## src/rtl/synth_pkg.sv

```systemverilog
// Shared constants and types for the MIDI front end of the synth voice path.
package synth_pkg;

  localparam int NUM_VOICES = 8;
  localparam int NOTE_BASE  = 21;
  localparam int NOTE_COUNT = 88;

  localparam logic [7:0] MIDI_NOTE_ON  = 8'h90;
  localparam logic [7:0] MIDI_NOTE_OFF = 8'h80;
  localparam logic [7:0] MIDI_REALTIME = 8'hF8;

  typedef enum logic [1:0] {
    ST_IDLE,
    ST_NOTE,
    ST_VEL,
    ST_ALLOC
  } parse_state_e;

endpackage

```

## src/rtl/midi_msg_parser.sv

```systemverilog
// MIDI byte FSM with running status; emits one note message per ALLOC cycle.
module midi_msg_parser
  import synth_pkg::*;
#(
  parameter logic [3:0] MIDI_CHANNEL = 4'd0
) (
  input  logic       i_clk,
  input  logic       i_nreset,
  input  logic [7:0] i_rx_data,
  input  logic       i_rx_valid,
  output logic       o_rx_ready,
  output logic       o_msg_valid,
  output logic       o_msg_on,
  output logic [6:0] o_msg_note,
  output logic [6:0] o_msg_vel
);

  localparam logic [7:0] STATUS_ON  = MIDI_NOTE_ON  | {4'h0, MIDI_CHANNEL};
  localparam logic [7:0] STATUS_OFF = MIDI_NOTE_OFF | {4'h0, MIDI_CHANNEL};

  parse_state_e r_state, w_state;
  logic         r_status_valid, w_status_valid;
  logic         r_status_on, w_status_on;
  logic [6:0]   r_note, w_note;
  logic [6:0]   r_vel, w_vel;
  logic         r_ready;
  logic         w_acc;

  assign w_acc = i_rx_valid & r_ready;

  always_comb begin
    w_state        = r_state;
    w_status_valid = r_status_valid;
    w_status_on    = r_status_on;
    w_note         = r_note;
    w_vel          = r_vel;
    if (r_state == ST_ALLOC) begin
      w_state = ST_NOTE;
    end else if (w_acc && (i_rx_data < MIDI_REALTIME)) begin
      if (i_rx_data[7]) begin
        if (i_rx_data == STATUS_ON || i_rx_data == STATUS_OFF) begin
          w_status_valid = 1'b1;
          w_status_on    = (i_rx_data == STATUS_ON);
          w_state        = ST_NOTE;
        end else begin
          w_status_valid = 1'b0;
          w_state        = ST_IDLE;
        end
      end else begin
        case (r_state)
          ST_IDLE: if (r_status_valid) begin
            w_note  = i_rx_data[6:0];
            w_state = ST_NOTE;
          end
          ST_NOTE: begin
            w_note  = i_rx_data[6:0];
            w_state = ST_VEL;
          end
          ST_VEL: begin
            w_vel   = i_rx_data[6:0];
            w_state = ST_ALLOC;
          end
          default: ;
        endcase
      end
    end
  end

  // Ready is registered so it stays low through reset and drops exactly for ALLOC.
  always_ff @(posedge i_clk or negedge i_nreset) begin
    if (!i_nreset) begin
      r_state        <= ST_IDLE;
      r_status_valid <= 1'b0;
      r_status_on    <= 1'b0;
      r_note         <= '0;
      r_vel          <= '0;
      r_ready        <= 1'b0;
    end else begin
      r_state        <= w_state;
      r_status_valid <= w_status_valid;
      r_status_on    <= w_status_on;
      r_note         <= w_note;
      r_vel          <= w_vel;
      r_ready        <= (w_state != ST_ALLOC);
    end
  end

  assign o_rx_ready  = r_ready;
  assign o_msg_valid = (r_state == ST_ALLOC);
  assign o_msg_on    = r_status_on && (r_vel != 7'd0);
  assign o_msg_note  = r_note;
  assign o_msg_vel   = r_vel;

endmodule

```

## src/rtl/midi_voice_allocator.sv

```systemverilog
// Polyphonic voice allocator: retrigger, lowest free voice, else steal the oldest.
module midi_voice_allocator
  import synth_pkg::*;
#(
  parameter int         NUM_VOICES   = synth_pkg::NUM_VOICES,
  parameter logic [3:0] MIDI_CHANNEL = 4'd0,
  parameter int         NOTE_BASE    = synth_pkg::NOTE_BASE,
  parameter int         NOTE_COUNT   = synth_pkg::NOTE_COUNT
) (
  input  logic                          i_clk,
  input  logic                          i_nreset,
  input  logic [7:0]                    i_rx_data,
  input  logic                          i_rx_valid,
  output logic                          o_rx_ready,
  input  logic                          i_all_notes_off,
  output logic [NUM_VOICES*7-1:0]       o_voice_note,
  output logic [NUM_VOICES*7-1:0]       o_voice_velocity,
  output logic [NUM_VOICES-1:0]         o_voice_gate,
  output logic [NUM_VOICES-1:0]         o_voice_trig,
  output logic                          o_steal_event,
  output logic [$clog2(NUM_VOICES):0]   o_active_count
);

  localparam int AW = $clog2(NUM_VOICES);
  localparam int CW = AW + 1;
  localparam logic [AW-1:0] AGE_MAX = '1;

  logic          w_msg_valid, w_msg_on;
  logic [6:0]    w_msg_note, w_msg_vel;

  logic [6:0]            r_note [NUM_VOICES];
  logic [6:0]            r_vel  [NUM_VOICES];
  logic [AW-1:0]         r_age  [NUM_VOICES];
  logic [NUM_VOICES-1:0] r_gate, r_trig;
  logic                  r_steal;
  logic [CW-1:0]         r_count;

  logic [6:0]            w_note_n [NUM_VOICES];
  logic [6:0]            w_vel_n  [NUM_VOICES];
  logic [AW-1:0]         w_age_n  [NUM_VOICES];
  logic [NUM_VOICES-1:0] w_gate_n, w_trig_n;
  logic                  w_steal_n;
  logic [CW-1:0]         w_count_n;

  logic [7:0]    w_note_ext;
  logic          w_in_range;
  logic [6:0]    w_idx;
  logic          w_match_hit, w_free_hit;
  logic [AW-1:0] w_match_idx, w_free_idx, w_old_idx, w_old_age, w_sel;

  midi_msg_parser #(.MIDI_CHANNEL(MIDI_CHANNEL)) u_parser (
    .i_clk       (i_clk),
    .i_nreset    (i_nreset),
    .i_rx_data   (i_rx_data),
    .i_rx_valid  (i_rx_valid),
    .o_rx_ready  (o_rx_ready),
    .o_msg_valid (w_msg_valid),
    .o_msg_on    (w_msg_on),
    .o_msg_note  (w_msg_note),
    .o_msg_vel   (w_msg_vel)
  );

  assign w_note_ext = {1'b0, w_msg_note};
  assign w_in_range = (w_note_ext >= 8'(NOTE_BASE)) && (w_note_ext < 8'(NOTE_BASE + NOTE_COUNT));
  assign w_idx      = 7'(w_note_ext - 8'(NOTE_BASE));

  // Descending scans leave the lowest matching index; the oldest scan keeps the first maximum.
  always_comb begin
    w_match_hit = 1'b0;
    w_match_idx = '0;
    w_free_hit  = 1'b0;
    w_free_idx  = '0;
    w_old_idx   = '0;
    w_old_age   = '0;
    for (int i = NUM_VOICES - 1; i >= 0; i--) begin
      if (r_gate[i] && (r_note[i] == w_idx)) begin
        w_match_hit = 1'b1;
        w_match_idx = AW'(i);
      end
      if (!r_gate[i]) begin
        w_free_hit = 1'b1;
        w_free_idx = AW'(i);
      end
    end
    for (int i = 0; i < NUM_VOICES; i++) begin
      if (r_age[i] > w_old_age) begin
        w_old_age = r_age[i];
        w_old_idx = AW'(i);
      end
    end
    w_sel = w_match_hit ? w_match_idx : (w_free_hit ? w_free_idx : w_old_idx);
  end

  always_comb begin
    w_note_n  = r_note;
    w_vel_n   = r_vel;
    w_age_n   = r_age;
    w_gate_n  = r_gate;
    w_trig_n  = '0;
    w_steal_n = 1'b0;
    w_count_n = '0;
    if (i_all_notes_off) begin
      w_gate_n = '0;
    end else if (w_msg_valid && w_in_range) begin
      if (w_msg_on) begin
        for (int i = 0; i < NUM_VOICES; i++) begin
          if (r_gate[i] && (AW'(i) != w_sel) && (r_age[i] != AGE_MAX))
            w_age_n[i] = r_age[i] + 1'b1;
        end
        w_note_n[w_sel] = w_idx;
        w_vel_n[w_sel]  = w_msg_vel;
        w_age_n[w_sel]  = '0;
        w_gate_n[w_sel] = 1'b1;
        w_trig_n[w_sel] = 1'b1;
        w_steal_n       = !w_match_hit && !w_free_hit;
      end else begin
        for (int i = 0; i < NUM_VOICES; i++) begin
          if (r_note[i] == w_idx) w_gate_n[i] = 1'b0;
        end
      end
    end
    for (int i = 0; i < NUM_VOICES; i++) w_count_n = w_count_n + CW'(w_gate_n[i]);
  end

  always_ff @(posedge i_clk or negedge i_nreset) begin
    if (!i_nreset) begin
      for (int i = 0; i < NUM_VOICES; i++) begin
        r_note[i] <= '0;
        r_vel[i]  <= '0;
        r_age[i]  <= '0;
      end
      r_gate  <= '0;
      r_trig  <= '0;
      r_steal <= 1'b0;
      r_count <= '0;
    end else begin
      r_note  <= w_note_n;
      r_vel   <= w_vel_n;
      r_age   <= w_age_n;
      r_gate  <= w_gate_n;
      r_trig  <= w_trig_n;
      r_steal <= w_steal_n;
      r_count <= w_count_n;
    end
  end

  for (genvar gi = 0; gi < NUM_VOICES; gi++) begin : g_voice_out
    assign o_voice_note[7*gi +: 7]     = r_note[gi];
    assign o_voice_velocity[7*gi +: 7] = r_vel[gi];
  end

  assign o_voice_gate   = r_gate;
  assign o_voice_trig   = r_trig;
  assign o_steal_event  = r_steal;
  assign o_active_count = r_count;

endmodule

```

## config.mk

```make
export PLATFORM = sky130hd
export DESIGN_NAME = midi_voice_allocator
export DESIGN_NICKNAME = d
export VERILOG_FILES = /design/src/rtl/synth_pkg.sv /design/src/rtl/midi_msg_parser.sv /design/src/rtl/midi_voice_allocator.sv
export SDC_FILE = /design/constraint.sdc
export NUM_CORES = 1
export LEC_CHECK = 0
export ABC_CLOCK_PERIOD_IN_PS = 12100
export BUFFER_PORTS_ARGS = -buffer_cell sky130_fd_sc_hd__buf_2
export CORE_MARGIN = 4
export CORE_UTILIZATION = 38
export CTS_CLUSTER_SIZE = 10
export DETAILED_ROUTE_END_ITERATION = 6
export PLACE_DENSITY_LB_ADDON = 0.25
export SYNTH_ARGS = -nofsm -noshare
export SYNTH_HDL_FRONTEND = slang
export SYNTH_SLANG_ARGS = --single-unit
```

## constraint.sdc

```tcl
create_clock -name i_clk -period 12.1 [get_ports i_clk]
set_clock_uncertainty 0.05 [all_clocks]
set_input_delay 0 -clock i_clk [delete_from_list [all_inputs] [get_ports i_clk]]
set_output_delay 0 -clock i_clk [all_outputs]
set_load 0.01 [all_outputs]
```

======== Yosys cells after proc, flatten, opt, wreduce, memory -nomap -nowiden ========
Cells that the tools add are included.
storage, ports and cells
  logic and storage cells ................. 260
  bits in registers ....................... 176
  output and inout port bits .............. 134
  input bits .............................. 12
operators by class
  add/subtract/negate cells ............... 16
  reductions and logical operators ........ 43
  eq/ne operators ......................... 30
  order comparisons ....................... 15
  muxes and demuxes ....................... 114
  bitwise operators ....................... 8
operator list
  kind                                                               number
  two-way mux 3 bit                                                  64
  bitwise mux 56 bit                                                 2
  equality test 7 bit                                                8
  two-way mux 8 bit                                                  6
  logical AND 1 bit                                                  31
  two-way mux 1 bit                                                  31
  adder 3 x 1 -> 3 bit, second input constant                        8
  AND 24 bit                                                         1
  != test 3 bit, second input constant                               8
  NOT 24 bit                                                         1
  demux 7 bit (select 3 bit)                                         1
  greater-than comparator 3 bit                                      7
  adder 4 x 1 -> 4 bit                                               4
  equality test 8 bit, second input constant                         2
  two-way mux 7 bit                                                  2
  case mux 7 bit (2 select lines)                                    1
  != test 3 bit, first input constant                                4
  demux 3 bit (select 3 bit)                                         1
  less-than comparator 8 bit, second input constant                  1
  two-way mux 2 bit                                                  4
  bitwise OR 8 bit                                                   1
  AND reduction 4 bit                                                2
  greater-or-equal comparator 7 x 5 -> 1 bit, second input constant  1
  less-than comparator 7 bit, second input constant                  1
  other kinds (28)                                                   34

======== Depth between registers and ports, before layout ========
Gate-level depths: netlist of run 1.
  depth after elaboration ................. 33
  gate-level depth with buffers ........... 61
  depth with buffers taken out ............ 59

======== By module ========
Synthesis of run 1 repeated with hierarchy kept, for this count alone.
second synthesis, totals
  cell total of the unflattened synthesis .. 810
  area total of the unflattened synthesis .. 9760.6 um2
by module, submodules not included
  module                cells an instance  times used  seq. area each (um2)  area each (um2)
  midi_voice_allocator  747                1           3928.8                8897.3
  midi_msg_parser       63                 1           475.5                 863.3

======== Least setup slack after synthesis of run 1 ========
OpenSTA, ideal clock, no wires.
  kind .................................... reg2reg
  from .................................... register r_age[21] in the netlist's numbering
  to ...................................... register r_count[2], in the netlist o_active_count[2]
  cell stages (with the launch flop) ...... 59
  required time ........................... 11.927 ns
  clock period less this slack ............ 11.726 ns
  slack ................................... 0.374 ns
  arrival ................................. 11.554 ns
  library setup time ...................... 0.123 ns
  buffers on the path ..................... 1
  cells stage by stage .................... dfrtp_1 > inv_1 > ha_1 > a21o_1 > ha_1 > nor2b_1 > o21ai_0 > a32oi_1 > mux2i_1 > inv_1 > ha_1 > nor2b_1 > o21ai_0 > a32o_1 > mux2_2 > ha_1 > nor2b_1 > o21ai_0 > (+23 left out) > o21ai_0 > a32oi_1 > nor2_1 > a31oi_1 > a31oi_1 > or3_1 > nor3_4 > buf_2 > a31o_2 > fa_1 > inv_1 > fa_1 > fa_1 > inv_1 > ha_1 > inv_1 > fa_1 > xnor2_1
between the ends
  elaborated cells between the ends (all ways) .. 40
  those cells by class .................... add/sub (7); order compare (10); mux (21); bitwise (1); reduce/logical (1)
RTL lines
  element                                 line                         source
  from (decl)                             midi_voice_allocator.sv:33   logic [AW-1:0] r_age [NUM_VOICES];
  from (signal assigned)                  midi_voice_allocator.sv:139  r_age <= w_age_n;
  greater-than comparator 3 x 1 -> 1 bit  midi_voice_allocator.sv:86   if (r_age[i] > w_old_age) begin
  two-way mux 3 bit (*)                   midi_voice_allocator.sv:86
  greater-than comparator 3 bit           midi_voice_allocator.sv:86
  two-way mux 3 bit                       midi_voice_allocator.sv:86
  greater-than comparator 3 bit           midi_voice_allocator.sv:86
  two-way mux 3 bit                       midi_voice_allocator.sv:86
  greater-than comparator 3 bit           midi_voice_allocator.sv:86
  two-way mux 3 bit                       midi_voice_allocator.sv:86
  (+14 left out)                          -
  bitwise OR 8 bit (no line) (*)          -
  two-way mux 8 bit (*)                   midi_voice_allocator.sv:105  if (w_msg_on) begin
  two-way mux 8 bit (*)                   midi_voice_allocator.sv:104  end else if (w_msg_valid && w_in_range) begin
  two-way mux 8 bit (*)                   midi_voice_allocator.sv:102  if (i_all_notes_off) begin
  via w_gate_n[3]                         midi_voice_allocator.sv:41   logic [NUM_VOICES-1:0] w_gate_n, w_trig_n;
  adder 3 x 1 -> 4 bit (*)                midi_voice_allocator.sv:122  for (int i = 0; i < NUM_VOICES; i++) w_count_n = w_count_n + CW'(w_gate_n[i]);
  adder 4 x 1 -> 4 bit (*) (4 in series)  midi_voice_allocator.sv:122
  via w_count_n[2]                        midi_voice_allocator.sv:43   logic [CW-1:0] w_count_n;
  to (signal assigned)                    midi_voice_allocator.sv:143  r_count <= w_count_n;
  to (decl)                               midi_voice_allocator.sv:36   logic [CW-1:0] r_count;
Mark *: on every way through the listed nets, which the timed path passes. The rest lies on a longest branch.
A chain may end at the register's enable or synchronous reset.

======== Final worst setup path of run 1 ========
  from .................................... register r_age[22] in the netlist's numbering
  to ...................................... register r_count[2], in the netlist o_active_count[2]
between the ends
  word-level cells in the longest chain between the ends .. 33
  elaborated cells between the ends (all ways) .. 40
  those cells by class .................... add/sub (7); order compare (10); mux (21); bitwise (1); reduce/logical (1)
RTL lines
  element                                 line
  greater-than comparator 3 x 1 -> 1 bit  midi_voice_allocator.sv:86
  two-way mux 3 bit (*)                   midi_voice_allocator.sv:86
  greater-than comparator 3 bit           midi_voice_allocator.sv:86
  two-way mux 3 bit                       midi_voice_allocator.sv:86
  greater-than comparator 3 bit           midi_voice_allocator.sv:86
  two-way mux 3 bit                       midi_voice_allocator.sv:86
  greater-than comparator 3 bit           midi_voice_allocator.sv:86
  two-way mux 3 bit                       midi_voice_allocator.sv:86
  (+16 left out)                          -
  two-way mux 8 bit (*)                   midi_voice_allocator.sv:104
  two-way mux 8 bit (*)                   midi_voice_allocator.sv:102
  via w_gate_n[0]                         midi_voice_allocator.sv:41
  adder 1 x 1 -> 2 bit (*)                midi_voice_allocator.sv:122
  adder 2 x 1 -> 3 bit (*)                midi_voice_allocator.sv:122
  adder 3 x 1 -> 4 bit (*)                midi_voice_allocator.sv:122
  adder 4 x 1 -> 4 bit (*) (4 in series)  midi_voice_allocator.sv:122
  via w_count_n[2]                        midi_voice_allocator.sv:43
Marked as above.

==> results of run 1 <==
-- layout make-up --
| type | count | share of cell area |
|---|---|---|
| clock buffers | 18 | 0.0373 |
| clock inverters | 14 | 0.0137 |
| inverters | 51 | 0.0162 |
| multi-input cells | 556 | 0.433 |
| flip-flops and latches | 176 | 0.374 |
| well taps | 330 | 0.0350 |
| repair buffers | 186 | 0.0906 |
-- synth_stat cells (all sizes together) (8+ instances only) --
master  count  area [um^2]
buf        33          230
dfrtp     176         4400
clkbuf      8         31.3
o21ai      16         95.1
nor2       28          110
a21oi      15         78.8
and2       18          113
ha         43          538
nand4       9         56.3
nor2b      15         93.8
mux2i      21          210
xor2       22          193
nand3      19         95.1
xnor2      50          445
nor3       11         82.6
mux2      133         1540
nand2      29          109
inv        50          188
-- repair_timing --
action | 4_1_cts | 5_1_grt
hold buffers | 11 | 0
hold endpoints to repair | 71 | 0
gates resized for setup | 6 | 25
setup buffers | 0 | 13
pin swaps | 0 | 13
endpoints found under the setup margin | 3 | 4
-- report_power, final --
| group | total (W) | switching, W | internal, W |
|---|---|---|---|
| logic | 0.000190 | 0.000111 | 0.0000794 |
| registers | 0.000599 | 0.00000729 | 0.000591 |
| clock network | 0.000553 | 0.000270 | 0.000283 |
| total | 0.00134 | 0.000388 | 0.000954 |
-- per-stage QoR --
step           worst slack, ns  cells
6_report                 0.503   1331
5_1_grt                 -0.114   1331
4_1_cts                0.00403   1318
3_5_place_dp            -0.272   1275
3_3_place_gp             0.100   1275
2_1_floorplan            0.374    824
-- cells in the final DEF (no fill, tap or decap), types with 9 or more instances in the layout --
cell type	count
a21oi_1	14
mux2_4	10
mux2i_1	18
nor2_1	26
nor2b_1	13
dfrtp_1	176
buf_2	144
buf_4	30
nand2_1	29
and2_1	16
dlygate4sd3_1	11
inv_1	48
ha_1	41
nand3_1	19
xor2_1	22
xnor2_1	49
clkbuf_16	17
mux2_2	122
nand4_1	9
-- final timing paths --
| path | start | end | slack [ns] | cells after the start |
|---|---|---|---|---|
| setup reg to reg | r_age[22]$_DFFE_PN0P_ | o_active_count[2]$_DFF_PN0_ | 0.50 | 57 |
| max in group asynchronous | i_nreset | o_voice_note[46]$_DFFE_PN0P_ | 9.98 | 4 |
| hold reg to reg | u_parser.r_status_valid$_DFFE_PN0P_ | u_parser.r_status_valid$_DFFE_PN0P_ | 0.42 | 2 |
| min in group i_clk | i_all_notes_off | o_voice_gate[1]$_DFF_PN0_ | 0.32 | 3 |
| hold / removal | i_nreset | o_voice_velocity[11]$_DFFE_PN0P_ | 0.01 | 2 |
| setup / recovery | r_age[22]$_DFFE_PN0P_ | o_active_count[2]$_DFF_PN0_ | 0.50 | 57 |
-- layer usage --
layer / track usage / share of wire / vias up
met4: 0.0508 / 0.017 / 0
met5: 0 / 0 / -
met2: 0.300 / 0.47 / 188
li1: - / - / 3259
met3: 0.0537 / 0.060 / 25
met1: 0.256 / 0.45 / 3513
-- worst max-delay path, delay by kind of cell, from the launching register on --
kind,cells,cell delay (ns)
buffers and inverters,7,0.50
xor gates and xnor gates,1,0.13
and+or+nand+nor,13,1.91
adders and majority gates,13,3.81
DFF,1,0.36
muxes,4,1.27
AOI/OAI and AO/OA,19,3.47
-- cell families after synthesis --
| family | share of synthesized area |
|---|---|
| and+or+nand+nor | 0.101 |
| AOI/OAI and AO/OA | 0.0787 |
| xor gates and xnor gates | 0.0859 |
| buffers and inverters | 0.0461 |
| DFF | 0.448 |
| muxes | 0.178 |
| adders and majority gates | 0.0629 |
-- registers in the layout, summed over array words and instances, names as in the netlist, 2 cells and up --
signal / flops
r_age: 24
u_parser.o_msg_vel: 7
u_parser.r_state: 2
o_voice_note: 56
o_active_count: 4
o_voice_velocity: 56
o_voice_trig: 8
o_voice_gate: 8
u_parser.o_msg_note: 7
==> results.md, run 1 <==
- Status: finished, final reports clean
- Initial detailed-routing violation count: 452
- DR vias: 6985
- First-pass GRT wire length: 42.0 mm
- Placed Instance Area: 10900 um^2
- Clk_lat worst skew: 0.43 ns
- EDFF count, synth: 0
- Crit-path slowest cell: fa_1
- Root Driver: clkbuf_16
- # rows: 58
- Crit Path Class: flop to flop
- Post-synthesis net count: 883
- Cells after Synth: 824
- Final setup vio count: 0
- Post-synthesis register bit count: 176
- N_diodes: 0
- Worst-path fanout max: 5
- Clock period minus worst slack: 11.60 ns
- Via/cell ratio: 5.25
- Port Buffer Count: 145
- Initial antenna violation count: 0
- Core ar.: 25300 um^2
- Post-DP HPWL: 19.1 mm
- Area Growth Syn to Fin: 19.9%
- Leak: 6.09 nW
- Post-synthesis sequential area ratio: 0.448
- Mapped Area: 9830 um^2
- Most used cell, CP: ha_1
- Remaining DRCs: 0
- Longest Clk Path Bufs: 2
- DRT Wirelength: 26.7 mm
- Gr usage total: 0.189
- Gp weighted congestion: 0.911
- Avg Inst Size Synth: 11.9 um^2
- Finished Core Util: 0.465
- Die Width: 169 um
- Initial Util: 0.388
- GRT Residual Overflow: 0
- Register Area: 4400 um^2
- Pwr Total: 0.00134 W
- First drt pass iteration count: 4
- Die Y: 169 um
- Multi-input logic area: 5110 um^2
- Clk sink count: 176
- Max cap viols: 0
- Post-DRT Antenna Nets: 0
- Yosys warning total: 0
- Pin slew with the least headroom to its limit: 0.951 ns
- CP startpoint kind: flop
- Vias in the first global route: 7221
- Path type of the worst min-delay path: input pin to async pin
- CP peak stage delay: 0.50 ns
- Largest net degree at the start of global routing: 72
- WL per Instance: 20.1 um
- Relative slew slack: 0.350
- Fin. max-slew vios: 0
- CTS tree: yes
- Nets: 1047
- Total I/O pin count: 146
- Final hold violations: 0
- Post-layout instance area: 11800 um^2
- Layout cell share with drive strength beyond 1: 0.391
- Crit path DAT: 11.86 ns
- Fin Hold WS: 0.0147 ns
- WP data required: 12.36 ns
- Maximum clock rate: 0.0862 GHz
- CTS Buf Count: 17
- Async SR Flop Fraction: 1.00
- Power density cells: 114 nW/um^2
- CTS clk-pin slew, worst paths: 0.08 ns
- Peak VDD IR: 0.0000929 V
- Critical Path Sink Type: flop
- Final TNS setup: 0 ns
- Number of distinct library cells after synthesis: 78
- Layout filler cell count: 2343
- H-tree depth: 4
- Period utilization: 0.958
- Top_reg_cell synth: dfrtp_1
- DIE AREA: 28500 um^2
(Power assumes the default switching activity.)
==> run 2: changes to the inputs <==
Settings changed: ABC_CLOCK_PERIOD_IN_PS 12100 to 11200, CORE_UTILIZATION 38 to 40.
Clock period 12.1 ns to 11.2 ns, I/O delays scaled along.
==> run 2 against run 1 <==
Die area decreased by 4.8%. Non-clock buffer count increased by 37. Clock power increased by 11%. Sequential power increased by 9.2%. Critical path depth decreased by 1. Sequential share of layout area decreased by 1.5 points. Wire length increased by 1.4%. Core utilization increased by 4.1 points. Worst setup slack got worse by 0.46 ns. Sequential cell count unchanged. Critical path type unchanged.
==> results.md, run 2 (synthesis gave the netlist of run 1 again) <==
- Status: finished, final reports clean
- Max cap viols: 0
- Pwr Total: 0.00148 W
- CP peak stage delay: 0.50 ns
- Path type of the worst min-delay path: input pin to async pin
- Remaining DRCs: 0
- Sw frac: 0.288
- Relative slew slack: 0.310
- Total I/O pin count: 146
- Largest net degree at the start of global routing: 110
- Period utilization: 0.996
- Worst-path fanout max: 5
- Port Buffer Count: 145
- DRT Wirelength: 27.1 mm
- Initial detailed-routing violation count: 352
- Critical Path Sink Type: flop
- Most used cell, CP: nor2b_4
- Core ar.: 24200 um^2
- WP data required: 11.47 ns
- Part of the power in the clock network: 0.413
- Reg power frac: 0.441
- Root Driver: clkbuf_16
- Post-DRT Antenna Nets: 0
- Combinational power share: 0.146
- Peak VDD IR: 0.0000957 V
- Crit path DAT: 11.43 ns
- Crit-path slowest cell: fa_2
- Nets: 1084
- First-pass GRT wire length: 42.2 mm
- RSZ-0062 raised after global routing: yes
- WL per Instance: 19.9 um
- Commonest non-fill, non-tap cells in the layout: dfrtp_1 (176), buf_2 (144), mux2_2 (118)
- Final setup vio count: 0
- Die Width: 165 um
- CP startpoint kind: flop
- Sw power: 0.000427 W
- Post-DP HPWL: 18.6 mm
- First drt pass iteration count: 5
- CTS tree: yes
- Top delay family on crit path: adder cells
- Longest Clk Path Bufs: 2
- N_diodes: 0
- Power density cells: 121 nW/um^2
- Die Y: 165 um
- DIE AREA: 27100 um^2
- CTS clk-pin slew, worst paths: 0.08 ns
- Clk_lat worst skew: 0.44 ns
- CP bufs+invs: 7
- Initial antenna violation count: 0
- GRT Residual Overflow: 0
- Clk sink count: 176
- Layout filler cell count: 2217
- Layout cell share with drive strength beyond 1: 0.442
- Internal power: 0.00106 W
- Crit Path Class: flop to flop
- Gp weighted congestion: 0.935
- Maximum clock rate: 0.0896 GHz
- Pin slew with the least headroom to its limit: 1.03 ns
- Via/cell ratio: 5.31
- Leak: 6.36 nW
- Fin. max-slew vios: 0
- DR vias: 7235
- Gr usage total: 0.202
- Area Growth Syn to Fin: 24.8%
- Clock period minus worst slack: 11.16 ns
- Initial Util: 0.405
- Fin cells: 1362
- H-tree depth: 4
- CTS Buf Count: 17
- Final hold violations: 0
- # placed instances: 1273
- Vias in the first global route: 7357
- Commonest non-fill, non-tap cell in the layout: dfrtp_1
- # rows: 57
## run 2: final cells by class
class | count | area [um^2] | share of cell area
timing repair buffer | 223 | 1350 | 0.110
multi-input combinational | 556 | 5330 | 0.435
clock inverter | 14 | 161 | 0.0132
clock buffer | 18 | 429 | 0.0350
sequential | 176 | 4400 | 0.359
inverter | 51 | 191 | 0.0156
tap | 324 | 405 | 0.0330
## run 2: final timing paths
| kind | from | end | slack [ns] | depth (start not counted) |
|---|---|---|---|---|
| hold reg to reg | u_parser.r_status_valid$_DFFE_PN0P_ | u_parser.r_status_valid$_DFFE_PN0P_ | 0.43 | 2 |
| min in group i_clk | i_all_notes_off | o_voice_gate[1]$_DFF_PN0_ | 0.33 | 3 |
| setup / recovery | r_age[22]$_DFFE_PN0P_ | o_active_count[1]$_DFF_PN0_ | 0.04 | 56 |
| hold / removal | i_nreset | o_voice_velocity[53]$_DFFE_PN0P_ | 0.21 | 2 |
| setup reg to reg | r_age[22]$_DFFE_PN0P_ | o_active_count[1]$_DFF_PN0_ | 0.04 | 56 |
| max in group asynchronous | i_nreset | o_voice_note[54]$_DFFE_PN0P_ | 9.43 | 3 |
## run 2: metal layers
metal | global-route usage | share of wire
met5 | 0 | 0
met3 | 0.0519 | 0.061
met1 | 0.263 | 0.43
met4 | 0.0563 | 0.020
met2 | 0.335 | 0.49
## run 2: power groups by stage
stage / clock [W] / sequential, W / combinational [W]
5_1_grt: 0.000648 / 0.000655 / 0.000236
4_1_cts: 0.000624 / 0.000654 / 0.000202
3_5_place_dp: 0 / 0.000666 / 0.000187
6_report: 0.000613 / 0.000654 / 0.000217
3_3_place_gp: 0 / 0.000666 / 0.000186
2_1_floorplan: 0 / 0.000654 / 0.000147
## run 2: per-stage QoR
stage	worst slack (ns)	TNS, ns	hold slack (ns)	utilization	area (um^2)
after floorplan	0.00169	0	-0.346	-	9880
after global placement	0.0638	0	0.168	0.451	10900
after detailed placement	-0.387	-0.884	0.164	0.451	10900
after CTS	0.00899	0	0.258	0.493	12000
after global routing	-0.447	-2.83	0.319	0.506	12300
final	0.0404	0	0.211	0.506	12300
## run 2: timing repair
action                     4_1_cts  5_1_grt
gates resized for setup         18       47
hold endpoints to repair       127        0
pin swaps                       24       35
setup buffers                   33       13
hold buffers                    11        0
setup endpoints to repair        4       22
